==> config.mk <==
export PLATFORM = sky130hd
export DESIGN_NAME = input_matrix_scanner
export DESIGN_NICKNAME = d
export VERILOG_FILES = /design/src/rtl/input_matrix_scanner.sv
export SDC_FILE = /design/constraint.sdc
export NUM_CORES = 1
export LEC_CHECK = 0
export CORE_AREA = 5 5 103 105
export CTS_CLUSTER_DIAMETER = 100
export DETAILED_ROUTE_END_ITERATION = 8
export DIE_AREA = 0 0 108 110
export DONT_BUFFER_PORTS = 1
export PLACE_DENSITY = 0.63
export SETUP_SLACK_MARGIN = 0.5
export SLEW_MARGIN = 5
export SYNTH_ARGS = -nofsm -noshare
export SYNTH_HDL_FRONTEND = slang
export SYNTH_SLANG_ARGS = --single-unit
==> constraint.sdc <==
create_clock -name clk -period 4.5 [get_ports clk]
set_input_delay 1.35 -clock clk [delete_from_list [all_inputs] [get_ports clk]]
set_output_delay 1.35 -clock clk [all_outputs]
set_load 0.005 [all_outputs]
==> src/rtl/input_matrix_scanner.sv <==
// Key-matrix scan initiator: strobes S or R rows, samples the mapped K
// response after a settle delay and commits an atomic 32-bit snapshot.
module input_matrix_scanner #(
  parameter int SETTLE_CYCLES = 2
) (
  input  logic        clk,
  input  logic        reset,
  input  logic [3:0]  cpu_id,
  input  logic        scan_start,
  output logic        scan_busy,
  output logic        scan_done,
  output logic [7:0]  scan_s,
  output logic [3:0]  scan_r,
  input  logic [3:0]  scan_k,
  input  logic        scan_beta,
  input  logic        scan_ba,
  input  logic        scan_acl,
  output logic [31:0] matrix,
  output logic [2:0]  flags
);

  typedef enum logic [1:0] {
    IDLE,
    SCAN,
    DONE
  } state_t;

  localparam logic [3:0] SETTLE = 4'(SETTLE_CYCLES);

  state_t      state;
  state_t      state_nx;
  logic        sm5a;
  logic [2:0]  row;
  logic [3:0]  cnt;
  logic [31:0] shadow;
  logic [2:0]  shadow_f;
  logic        capture;
  logic        last_row;

  assign capture  = (state == SCAN) && (cnt == SETTLE);
  assign last_row = sm5a ? (row == 3'd2) : (row == 3'd7);
  assign scan_busy = (state != IDLE);

  always_ff @(posedge clk or posedge reset) begin
    if (reset) begin
      state <= IDLE;
    end else begin
      state <= state_nx;
    end
  end

  always_comb begin
    state_nx = state;
    unique case (state)
      IDLE: if (scan_start) state_nx = SCAN;
      SCAN: if (capture && last_row) state_nx = DONE;
      DONE: state_nx = IDLE;
      default: state_nx = IDLE;
    endcase
  end

  // SM5a has no R0 strobe, so its rows map to R1..R3
  always_comb begin
    scan_s = '0;
    scan_r = '0;
    if (state == SCAN) begin
      if (sm5a) begin
        scan_r = 4'b0010 << row[1:0];
      end else begin
        scan_s = 8'b0000_0001 << row;
      end
    end
  end

  always_ff @(posedge clk or posedge reset) begin
    if (reset) begin
      sm5a      <= 1'b0;
      row       <= '0;
      cnt       <= '0;
      shadow    <= '0;
      shadow_f  <= '0;
      matrix    <= '0;
      flags     <= '0;
      scan_done <= 1'b0;
    end else begin
      scan_done <= 1'b0;
      unique case (state)
        IDLE: begin
          if (scan_start) begin
            sm5a     <= (cpu_id == 4'd4);
            shadow   <= '0;
            shadow_f <= '0;
            row      <= '0;
            cnt      <= '0;
          end
        end
        SCAN: begin
          if (capture) begin
            shadow[{row, 2'b00} +: 4] <= scan_k;
            cnt <= '0;
            if (last_row) begin
              shadow_f <= {scan_acl, scan_ba, scan_beta};
            end else begin
              row <= row + 3'd1;
            end
          end else begin
            cnt <= cnt + 4'd1;
          end
        end
        DONE: begin
          matrix    <= shadow;
          flags     <= shadow_f;
          scan_done <= 1'b1;
        end
        default: ;
      endcase
    end
  end

endmodule

==> results.txt <==
Worst setup SP type -> register
Number of H-tree levels -> 3
Final period util -> 0.706
Die Y -> 110 um
Critical Path AT -> 1.83 ns
Post-Syn Nets -> 323
Outcome -> completed
Seq pwr share -> 0.465
RSZ-0062 raised after global routing -> no
Syn-to-layout area delta -> 8.21%
Min cycle time layout -> 3.18 ns
Combinational share of power -> 0.291
Initial antenna violation count -> 0
Die width -> 108 um
Total gr overflow -> 0
Most common cell after layout, fill and taps aside -> dfrtp_1
Count of hold-fix buffers inserted at cts -> 0
Top-level port count -> 63
Clk pin slew, worst setup/hold paths -> 0.08 ns
Sequential area share after synthesis -> 0.549
Max Cap Viol -> 0
Largest net degree at the start of global routing -> 53
Power, Total -> 2.02 mW
# clock sinks -> 81
Number of remaining DRC errors -> 0
Nets@finish -> 323
CTS tree -> done
Cells along the critical path -> nand2b_1, nor2_1, and3_1
Syn Area/Cell -> 12.4 um^2
First-pass GRT wire length -> 12600 um
Fillers -> 944
Vias -> 2279
Worst-case reg-to-reg path depth -> 6
DR iter-0 viols -> 152
Fmax -> 315 MHz
Yosys cell types -> 49
Post-CTS Resized -> 0
Full die area -> 0.0119 mm^2
Core area -> 0.00955 mm^2
Vias/cell -> 5.24
Post-route ant nets -> 0
Initial Util -> 0.386
Synth Register Bits -> 81
Final Hold Fails -> 0
Total GRT Usage -> 0.138
Net switching power -> 0.752 mW
Share of cells above drive strength 1 -> 0.222
Internal power -> 1.26 mW
Commonest non-fill, non-tap cells in the layout -> dfrtp_1 (81), mux2_2 (35), nand2_1 (26)
Async S/R FF share, synth -> 1.00
HP Class -> register to register
Placer congestion estimate -> 0.870
Endpoint type of the worst setup path -> output port
DRT Pass-1 Iters -> 4
Worst-path fanout max -> 9
Clk network pwr share -> 0.244
Number of buffers created by CTS -> 9
Primary FF master, synth -> dfrtp_1
Req. time, crit path -> 3.15 ns
Vias in the first global route -> 2358
Setup Fix Bufs, Post-CTS -> 0
Final count of negative-setup-slack endpoints -> 0
CTS Buffer Depth -> 2
Syn Inst Count -> 297
Clock Skew -> 0.00800 ns
Slew at the pin closest to its max-slew limit -> 1.04 ns
Cell area after synthesis -> 0.00369 mm^2
Pwr dens -> 505 mW/mm^2
Root buffer cell -> clkbuf_8
Routed WL -> 7780 um
Yosys warns -> 0
LEAKAGE -> 1.89 nW
CP peak stage delay -> 0.53 ns
Ant. Diodes -> 0
Hold path depth -> 2
Post-detail-place hpwl -> 5460 um
Setup TNS -> 0 ns
Relative slew slack -> 0.304
Post-synth EDFFs -> 0
VDD IR max -> 176 uV
Routed length per placed instance -> 17.9 um
Buffers on Ports -> 0
Sw Ratio -> 0.373
Num rows -> 36
CP max stage cell -> dfrtp_1
Max-slew violations -> 0
Clock latency on the worst-skew pair -> 0.35 ns
Crit path kind -> register to output port
worst max-delay path, delay by kind of cell, from the launching register on:
kind / cells / cell delay, ns
AND/OR/NAND/NOR: 3 / 0.96
flip-flops: 1 / 0.53
power by group through the flow:
| stage | combinational (mW) | sequential [mW] | clock (mW) |
|---|---|---|---|
| 2_1_floorplan | 0.495 | 0.908 | 0 |
| 3_3_place_gp | 0.583 | 0.948 | 0 |
| 3_5_place_dp | 0.587 | 0.951 | 0 |
| 4_1_cts | 0.592 | 0.937 | 0.505 |
| 5_1_grt | 0.656 | 0.956 | 0.538 |
| 6_report | 0.587 | 0.937 | 0.492 |
cell type report:
type	count	area, um^2	share of cell area
flip-flops and latches	81	2030	0.508
repair buffers	3	22.5	0.00564
clock inverters	6	48.8	0.0122
multi-input cells	188	1540	0.385
well taps	133	166	0.0417
clock buffers	10	138	0.0345
inverters	14	53.8	0.0135
cells in the mapped netlist, drive strengths merged (3+ instances only):
cell type / instances / area, um^2
a22o: 22 / 193
a41oi: 6 / 52.6
and2: 5 / 31.3
and3: 7 / 43.8
buf: 12 / 73.8
dfrtp: 81 / 2030
ha: 12 / 150
inv: 14 / 52.6
mux2: 35 / 394
mux2i: 6 / 60.1
nand2: 26 / 97.6
nand2b: 3 / 18.8
nand3: 4 / 20.0
nor2: 10 / 53.8
nor2b: 3 / 18.8
nor3: 5 / 30.0
nor4: 3 / 48.8
o21ai: 12 / 60.1
routing by layer:
layer	track usage	vias up	part of all wire
met5	0	-	0
met2	0.221	46	0.49
met3	0.0460	6	0.068
li1	-	1073	-
met4	0.0577	0	0.0093
met1	0.172	1154	0.43
cell families after synthesis:
kind of cell               synth area share
AOI/OAI and AO/OA                     0.120
adders and majority gates            0.0407
buffers and inverters                0.0363
DFF                                   0.549
muxes                                 0.123
other                               0.00102
and+or+nand+nor                       0.130
through the flow:
stage                     cells   util  cell area (um^2)  hold slack [ns]  setup WS, ns
after floorplan             297      -              3690            0.443          1.07
after global placement      419  0.399              3810            0.470          1.75
after detailed placement    419  0.399              3810            0.471          1.70
after CTS                   435  0.418              3990            0.491          1.31
after global routing        435  0.418              3990            0.511          1.12
final                       435  0.418              3990            0.480          1.32
registers in the layout, indices dropped and copies added, names as in the netlist:
register and flops:
row 3, flags 3, shadow_f 3, state 2, scan_done 1, shadow 32
matrix 32, cnt 4, sm5a 1
path summary, 6_finish.rpt:
check                      slack (ns)                   start                     end
max                              1.32    state[0]$_DFFE_PP0P_               scan_s[5]
min                              0.48  shadow[12]$_DFFE_PP0P_  shadow[12]$_DFFE_PP0P_
max reg2reg                      1.82      row[0]$_DFFE_PP0P_   shadow[9]$_DFFE_PP0P_
min reg2reg                      0.48  shadow[12]$_DFFE_PP0P_  shadow[12]$_DFFE_PP0P_
max in group asynchronous        2.69                   reset      row[2]$_DFFE_PP0P_
min in group asynchronous        1.03                   reset  matrix[29]$_DFFE_PP0P_
No activity file was read; power rests on OpenSTA's default activity.
